==> src/rtl/sssp_partition_streamer.sv <==
// Host-side producer for the SSSP slave input stream: per partition one meta line,
// then vertex and edge cache lines fetched through an in-order, credit-limited read port.
module sssp_partition_streamer #(
    parameter int unsigned MAX_OUTSTANDING = 64,
    parameter int unsigned ADDR_W          = 42
) (
    input  logic              clk,
    input  logic              reset,
    input  logic              desc_valid,
    output logic              desc_ready,
    input  logic [31:0]       desc_vertex_idx,
    input  logic [15:0]       desc_level,
    input  logic [31:0]       desc_vertex_ncl,
    input  logic [31:0]       desc_edge_ncl,
    input  logic [ADDR_W-1:0] desc_vertex_addr,
    input  logic [ADDR_W-1:0] desc_edge_addr,
    input  logic              desc_last,
    output logic              rd_req_valid,
    output logic [ADDR_W-1:0] rd_req_addr,
    input  logic              rd_req_ready,
    input  logic              rd_rsp_valid,
    input  logic [511:0]      rd_rsp_data,
    output logic [511:0]      dout,
    output logic              dout_valid,
    output logic              dout_done,
    input  logic [511:0]      nin,
    input  logic              nin_valid,
    output logic [31:0]       update_count,
    output logic              busy,
    output logic              pass_done,
    output logic [15:0]       err_count
);

    localparam int unsigned         CREDIT_W   = $clog2(MAX_OUTSTANDING + 1);
    localparam logic [CREDIT_W-1:0] CREDIT_MAX = CREDIT_W'(MAX_OUTSTANDING);

    typedef enum logic [2:0] {
        S_IDLE,
        S_CHECK,
        S_META,
        S_FETCH,
        S_DRAIN,
        S_DONE_GAP,
        S_WAIT_NOTIFY
    } state_t;

    state_t state, state_nxt;

    logic [31:0]         d_vertex_idx;
    logic [15:0]         d_level;
    logic [31:0]         d_vertex_ncl;
    logic [31:0]         d_edge_ncl;
    logic [ADDR_W-1:0]   d_vertex_addr;
    logic [ADDR_W-1:0]   d_edge_addr;
    logic                d_last;

    logic [CREDIT_W-1:0] credits;
    logic [31:0]         vtx_left;
    logic [31:0]         edge_left;
    logic [32:0]         rsp_left;
    logic                gap_cnt;

    logic                desc_fire;
    logic                desc_bad;
    logic                req_fire;
    logic                rsp_take;
    logic                last_req;
    logic                unused_nin;

    assign desc_fire  = desc_valid && desc_ready;
    assign desc_bad   = (d_vertex_ncl == '0) || (d_edge_ncl == '0);
    assign req_fire   = rd_req_valid && rd_req_ready;
    // Responses only count while a partition is live; strays after a reset are dropped.
    assign rsp_take   = rd_rsp_valid && ((state == S_FETCH) || (state == S_DRAIN));
    assign last_req   = (vtx_left == '0) && (edge_left == 32'd1);
    assign unused_nin = ^{nin[511:96], nin[63:0]};

    // State register
    always_ff @(posedge clk) begin
        if (reset) begin
            state <= S_IDLE;
        end else begin
            state <= state_nxt;
        end
    end

    // Next-state logic
    always_comb begin
        state_nxt = state;
        case (state)
            S_IDLE: begin
                if (desc_fire) begin
                    state_nxt = S_CHECK;
                end
            end
            S_CHECK: begin
                if (desc_bad) begin
                    state_nxt = d_last ? S_DONE_GAP : S_IDLE;
                end else begin
                    state_nxt = S_META;
                end
            end
            S_META: begin
                state_nxt = S_FETCH;
            end
            S_FETCH: begin
                if (req_fire && last_req) begin
                    state_nxt = S_DRAIN;
                end
            end
            S_DRAIN: begin
                if (rsp_left == '0) begin
                    state_nxt = d_last ? S_DONE_GAP : S_IDLE;
                end
            end
            S_DONE_GAP: begin
                if (gap_cnt) begin
                    state_nxt = S_WAIT_NOTIFY;
                end
            end
            S_WAIT_NOTIFY: begin
                if (nin_valid) begin
                    state_nxt = S_IDLE;
                end
            end
            default: begin
                state_nxt = S_IDLE;
            end
        endcase
    end

    // Combinational outputs, held low while reset is asserted
    always_comb begin
        desc_ready   = 1'b0;
        rd_req_valid = 1'b0;
        busy         = 1'b0;
        if (!reset) begin
            desc_ready   = (state == S_IDLE);
            rd_req_valid = (state == S_FETCH) && (credits != '0);
            busy         = (state != S_IDLE);
        end
    end

    // Descriptor latch
    always_ff @(posedge clk) begin
        if (reset) begin
            d_vertex_idx  <= '0;
            d_level       <= '0;
            d_vertex_ncl  <= '0;
            d_edge_ncl    <= '0;
            d_vertex_addr <= '0;
            d_edge_addr   <= '0;
            d_last        <= 1'b0;
        end else if (desc_fire) begin
            d_vertex_idx  <= desc_vertex_idx;
            d_level       <= desc_level;
            d_vertex_ncl  <= desc_vertex_ncl;
            d_edge_ncl    <= desc_edge_ncl;
            d_vertex_addr <= desc_vertex_addr;
            d_edge_addr   <= desc_edge_addr;
            d_last        <= desc_last;
        end
    end

    // Request address walk: vertex lines first, then edge lines
    always_ff @(posedge clk) begin
        if (reset) begin
            vtx_left    <= '0;
            edge_left   <= '0;
            rd_req_addr <= '0;
        end else if (state == S_META) begin
            vtx_left    <= d_vertex_ncl;
            edge_left   <= d_edge_ncl;
            rd_req_addr <= d_vertex_addr;
        end else if (req_fire) begin
            if (vtx_left != '0) begin
                vtx_left    <= vtx_left - 32'd1;
                rd_req_addr <= (vtx_left == 32'd1) ? d_edge_addr : rd_req_addr + ADDR_W'(1);
            end else begin
                edge_left   <= edge_left - 32'd1;
                rd_req_addr <= rd_req_addr + ADDR_W'(1);
            end
        end
    end

    // Credits: accept and response in the same cycle cancel out
    always_ff @(posedge clk) begin
        if (reset) begin
            credits <= CREDIT_MAX;
        end else if (req_fire && !rsp_take) begin
            credits <= credits - CREDIT_W'(1);
        end else if (rsp_take && !req_fire && (credits != CREDIT_MAX)) begin
            credits <= credits + CREDIT_W'(1);
        end
    end

    // Outstanding responses for the current partition
    always_ff @(posedge clk) begin
        if (reset) begin
            rsp_left <= '0;
        end else if (state == S_META) begin
            rsp_left <= {1'b0, d_vertex_ncl} + {1'b0, d_edge_ncl};
        end else if (rsp_take && (rsp_left != '0)) begin
            rsp_left <= rsp_left - 33'd1;
        end
    end

    // Registered stream, end-of-pass and status outputs
    always_ff @(posedge clk) begin
        if (reset) begin
            dout         <= '0;
            dout_valid   <= 1'b0;
            dout_done    <= 1'b0;
            gap_cnt      <= 1'b0;
            err_count    <= '0;
            update_count <= '0;
            pass_done    <= 1'b0;
        end else begin
            dout_valid <= 1'b0;
            dout_done  <= 1'b0;
            pass_done  <= 1'b0;
            if (state == S_META) begin
                dout       <= {400'b0, d_level, d_edge_ncl, d_vertex_ncl, d_vertex_idx};
                dout_valid <= 1'b1;
            end else if (rsp_take) begin
                dout       <= rd_rsp_data;
                dout_valid <= 1'b1;
            end
            gap_cnt <= (state == S_DONE_GAP);
            if ((state == S_DONE_GAP) && gap_cnt) begin
                dout_done <= 1'b1;
            end
            if ((state == S_CHECK) && desc_bad && (err_count != '1)) begin
                err_count <= err_count + 16'd1;
            end
            if ((state == S_WAIT_NOTIFY) && nin_valid) begin
                update_count <= nin[95:64];
                pass_done    <= 1'b1;
            end
        end
    end

endmodule
==> config.mk <==
export PLATFORM = sky130hd
export DESIGN_NAME = sssp_partition_streamer
export DESIGN_NICKNAME = d
export VERILOG_FILES = /design/src/rtl/sssp_partition_streamer.sv
export SDC_FILE = /design/constraint.sdc
export NUM_CORES = 2
export LEC_CHECK = 0
export ABC_CLOCK_PERIOD_IN_PS = 3250
export BUFFER_PORTS_ARGS = -buffer_cell sky130_fd_sc_hd__buf_2
export CAP_MARGIN = 20
export CORE_AREA = 2 2 705 707
export DETAILED_ROUTE_END_ITERATION = 6
export DIE_AREA = 0 0 707 709
export PLACE_DENSITY_LB_ADDON = 0.3
export SLEW_MARGIN = 40
export SYNTH_ARGS = -nofsm -noshare
export SYNTH_HDL_FRONTEND = slang
export SYNTH_SLANG_ARGS = --single-unit
==> constraint.sdc <==
create_clock -name clk -period 3.25 [get_ports clk]
set_input_delay 0.4875 -clock clk [delete_from_list [all_inputs] [get_ports clk]]
set_output_delay 0.4875 -clock clk [all_outputs]
set_load 0.03 [all_outputs]
Word-level counts from Yosys, hierarchy flattened
Cells that the tools add are included.
W data, S select, Z words.
- register bits: 910
- word-level logic and storage cells: 112
- output and inout port bits: 608
- input port bits: 1227
- reduce and logical (&&, ||, !) cells: 36
- eq/ne operators: 16
- muxes and demuxes: 31
- $add $sub $neg: 8
- operators by type and width (kind ; count):
    $mux W112 ; 2
    $mux W32 ; 6
    $mux W42 ; 4
    $logic_not A32 Y1 ; 3
    $mux W33 ; 2
    $eq A32 B1 Y1 const B ; 2
    $sub A32 B1 Y32 const B ; 2
    $add A42 B1 Y42 const B ; 1
    $add A32 B32 Y33 ; 1
    $logic_not A33 Y1 ; 1
    $reduce_bool A33 Y1 ; 1
    $sub A33 B1 Y33 const B ; 1
    $reduce_bool A32 Y1 ; 1
    $mux W3 ; 7
    $pmux W3 S7 ; 1
    $add A16 B1 Y16 const B ; 1
    $ne A16 B16 Y1 const B ; 1
    $logic_and A1 B1 Y1 ; 14
    $mux W7 ; 2
    $ne A2 B2 Y1 const B ; 5
    $reduce_bool A2 Y1 ; 5
    $eq A3 B3 Y1 const B ; 3
    $add A7 B1 Y7 const B ; 1
    $mux W1 ; 7
    other kinds (13) ; 17

Depth between registers and ports, before layout
- depth after elaboration: 9
- depth in mapped cells: 15
- depth with buffers taken out: 14

Least setup slack after synthesis
Ideal clock, no wire load.
- kind: reg-to-reg
- start point: reg edge_left[9]
- end point: reg edge_left[26]
- clock period less this slack: 3.272 ns
- buffers on the path: 2
- setup slack: -0.022 ns
- library setup time: 0.132 ns
- data required time: 3.118 ns
- cell stages (with the launch flop): 11
- arrival: 3.139 ns
- cells stage by stage: dfxtp_1 -> buf_6 -> or4_4 -> or4_4 -> or3_1 -> buf_6 -> nand2b_4 -> or3_4 -> or4_4 -> o311ai_1 -> a31oi_1
- longest elaborated chain between the ends: 4
- RTL lines (what ; line ; source):
    from (decl) ; 59 ; logic [31:0] edge_left;
    from (signal assigned) ; 173 ; edge_left <= d_edge_ncl;
    from (signal assigned) ; 180 ; edge_left <= edge_left - 32'd1;
    $sub A32 B1 Y32 ; 180 ;
    $mux W32 ; 176 ; if (vtx_left != '0) begin
    $mux W32 ; 175 ; end else if (req_fire) begin
    $mux W32 ; 171 ; end else if (state == S_META) begin
No other way between the ends. The select of a mux whose other input is x is not followed.
A chain may end at the register's enable or synchronous reset.

Worst setup path in the final report
- start point: reg d_edge_ncl[0]
- end point: reg err_count[12]
- longest elaborated chain between the ends: 4
- RTL lines (what ; line ; source):
    from (decl) ; 52 ; logic [31:0] d_edge_ncl;
    from (signal assigned) ; 158 ; d_edge_ncl <= desc_edge_ncl;
    $logic_not A32 Y1 ; 71 ; assign desc_bad = (d_vertex_ncl == '0) || (d_edge_ncl == '0);
    $logic_or A1 B1 Y1 ; 71 ;
    $logic_and A1 B1 Y1 (2 in a row) ; 233 ; if ((state == S_CHECK) && desc_bad && (err_count != '1)) begin
    to (signal assigned) ; 234 ; err_count <= err_count + 16'd1;
    to (decl) ; 31 ; output logic [15:0] err_count
No other way between the ends.

==> reports/metrics.cfg <==
[global_routing]
grt_max_degree=152
grt_usage_pct=14.2
antenna_found_initial=387
grt_pass1_wl_um=464000
overflow=0
grt_pass1_vias=43100

[detailed_routing]
ant_nets=0
post-route-drc-count=0
wl_um=371000
drt_iter0_markers=2887
viasPerCell=3.26
wl_per_cell_um=27.2
firstDrtPassIters=5
via_count=44400

[synth]
synthCells=4807
yosysWarningCount=0
synthFlopType=dfxtp_1
synth.distinct_cells=63
synth_seq_cells=910
synth_nets=6082
ys_async_sr_fraction_pct=0
syn_area_um2=37600
synth_edf_count=0
seq_area_frac_synth_pct=48.4
avgSynthCellArea_um2=7.83

[sta]
fin_skew_ns=0.0597
final.setup.worst_slack_ns=-0.000443
fmax_mhz=308
finalCritPeriodShare_pct=100
slew_violations=0
fin_crit_ns=3.25
worst_pin_slew_ns=0.848
rsz0062_at_grt=yes
timing_hold_violations_final=0
relSlewSlack_pct=43.0
final-setup-viol-count=1

[clock_network]
clock_latency_ns=0.84
cts_sinks=910
clk_pin_slew_ns=0.06
clockRootBuffer=clkbuf_16
cts_made_buffers=140
cts_buffer_depth=4
cts_tree=done
htree_levels=4
cts_setup_buffers=0

[hold_path]
min_path_type=in -> reg

[floorplanning]
row_count=258
die_x_um=707
dieArea_um2=501000
fp.dieH_um=709
initial_utilization_pct=7.63
pin_count=1835
core-area_um2=493000

[setup_path]
crit_fanout=6
crit_required_ns=3.96
critPathArrivalTime_ns=3.96
path_class=reg -> reg
worst_setup_path_start_kind=flop
end_kind=flop

[power]
cellLeakagePower_nw=26.0
p_per_area_nw_per_um2=591
ir_worst_vdd_mv=0.401

[placed_design]
place_inst=12500
post-place-ws_ns=-0.264
place_area_um2=53400
numPortBuffers=1354
globalplace.congestion=0.936
dp_hpwl_um=313000

[cells_and_area]
final_cells=13600
ff_latch_area_um2=18200
final_area_um2=65300
multiInputGateArea_um2=18100
drive_gt1_share_pct=26.5
area_delta_synth_final_pct=73.7
nFillCells=57000
final_nets=8120

[run_status]
violations=negative setup slack
outcome=complete, but fails checks

[run]
maxCapViolations=0

-- what timing repair did --
item / in CTS / in global routing
endpoints found under the hold margin: 671 / 0
endpoints found under the setup margin: 13 / 9
hold buffers: 671 / 0
pin swaps: 3 / 2
gates resized for setup: 3 / 7
-- synthesized netlist by cell type (50+ instances only) --
library cell / instances / area, um^2
o21ai_0: 50 / 250
xnor2_1: 56 / 490
xor2_1: 60 / 526
nand3_1: 50 / 250
dfxtp_1: 910 / 18200
nand2_1: 1622 / 6090
nor2_1: 280 / 1050
nand3b_1: 200 / 1500
nor3_1: 51 / 255
a311oi_1: 107 / 937
clkbuf_1: 328 / 1230
a21oi_1: 551 / 2760
-- layout by cell type (no fill, tap or decap), types with 9 or more instances in the layout --
| master | Yosys | routed |
|---|---|---|
| inv_1 | 24 | 24 |
| or4_1 | 17 | 16 |
| clkbuf_8 | 0 | 20 |
| o211ai_1 | 34 | 34 |
| clkinv_2 | 0 | 21 |
| a211oi_1 | 32 | 32 |
| or3_1 | 25 | 24 |
| a311oi_1 | 107 | 107 |
| nand4_1 | 30 | 30 |
| dfxtp_1 | 910 | 910 |
| bufinv_16 | 0 | 14 |
| diode_2 | 0 | 169 |
| clkbuf_16 | 0 | 143 |
| buf_12 | 0 | 34 |
| a22oi_1 | 33 | 33 |
| nand3b_1 | 200 | 200 |
| buf_2 | 0 | 1353 |
| nor4_1 | 39 | 37 |
| xnor2_1 | 56 | 56 |
| and4_1 | 11 | 11 |
| nor3_1 | 51 | 49 |
| a31oi_1 | 36 | 36 |
| nand2_1 | 1622 | 1621 |
| o22ai_1 | 18 | 17 |
| buf_4 | 0 | 191 |
| o21ai_0 | 50 | 49 |
| nor2b_1 | 11 | 11 |
| o21bai_1 | 13 | 13 |
| a21o_1 | 18 | 18 |
| dlygate4sd3_1 | 0 | 671 |
| clkbuf_1 | 328 | 25 |
| ha_1 | 46 | 46 |
| a221oi_1 | 17 | 17 |
| xor2_1 | 60 | 59 |
| nor2_1 | 280 | 278 |
| a21oi_1 | 551 | 551 |
| nand3_1 | 50 | 49 |
| and2_1 | 13 | 12 |
| o311ai_0 | 9 | 9 |
-- worst max-delay path, cell delays in order, from the launching register on --
cell and delay, ns:
dfxtp_1 0.33, buf_4 0.18, nor4_4 0.44, nand4_1 0.43, o22ai_4 0.35, buf_4 0.25
and4b_2 0.33, nand3_1 0.25, or3_1 0.38, a21oi_1 0.15
-- cell type report --
cell class	instances	area share, %
clock buffer	188	6.04
multi-input combinational	3517	27.7
timing repair buffer	2252	23.9
clock inverter	56	1.17
sequential	910	27.9
inverter	24	0.138
tap	6500	12.4
antenna	169	0.647
-- layer usage --
layer  vias up  wire [um]  track usage [%]
met3       609      39800             6.35
met5         -       1170                0
met4       190      12600             4.12
met2      1851     169000             23.2
met1     21100     148000             16.6
li1      20700          -                -
-- worst paths after layout --
check	endpoint	from	slack [ns]	cells after the start
worst max-delay path	err_count[12]	d_edge_ncl[0]	-0.0004	9
worst max register to register	err_count[12]	d_edge_ncl[0]	-0.0004	9
worst min register to register	dout[130]	dout[130]	0.45	2
worst min-delay path	dout[481]	rd_rsp_data[481]	0.06	3
-- state kept, by name, indices dropped and copies added (netlist names) --
register / flops
update_count: 32
state: 3
d_vertex_ncl: 32
d_edge_addr: 42
dout_done: 1
dout: 512
rsp_left: 33
pass_done: 1
credits: 7
vtx_left: 32
rd_req_addr: 42
dout_valid: 1
d_last: 1
d_level: 16
d_vertex_addr: 42
d_vertex_idx: 32
gap_cnt: 1
err_count: 16
d_edge_ncl: 32
edge_left: 32
-- through the flow --
step,power (mW),util (%),TNS [ns],hold slack [ns]
4_1_cts,39.6,13.2,0,0.000725
2_1_floorplan,17.3,-,0,0.427
6_report,38.6,13.3,-0.000443,0.0604
5_1_grt,40.5,13.2,-0.0447,0.0178
3_3_place_gp,21.8,10.8,-8.43,0.438
3_5_place_dp,21.8,10.8,-1.87,0.441
-- kinds of logic after synthesis --
kind of cell               share of synthesized area [%]
adders and majority gates                           1.64
and+or+nand+nor                                     27.8
xor gates and xnor gates                            2.70
muxes                                              0.306
DFF                                                 48.4
AOI/OAI and AO/OA                                   15.3
buffers and inverters                               3.83
-- power by group --
group | switching, mW | total (mW) | internal [mW] | leakage (nW)
Combinational | 6.17 | 9.45 | 3.28 | 16.3
Clock | 6.49 | 16.2 | 9.69 | 2.32
Sequential | 0.833 | 13.0 | 12.2 | 7.38
Total | 13.5 | 38.6 | 25.1 | 26.0
No activity file was read; power rests on OpenSTA's default activity.
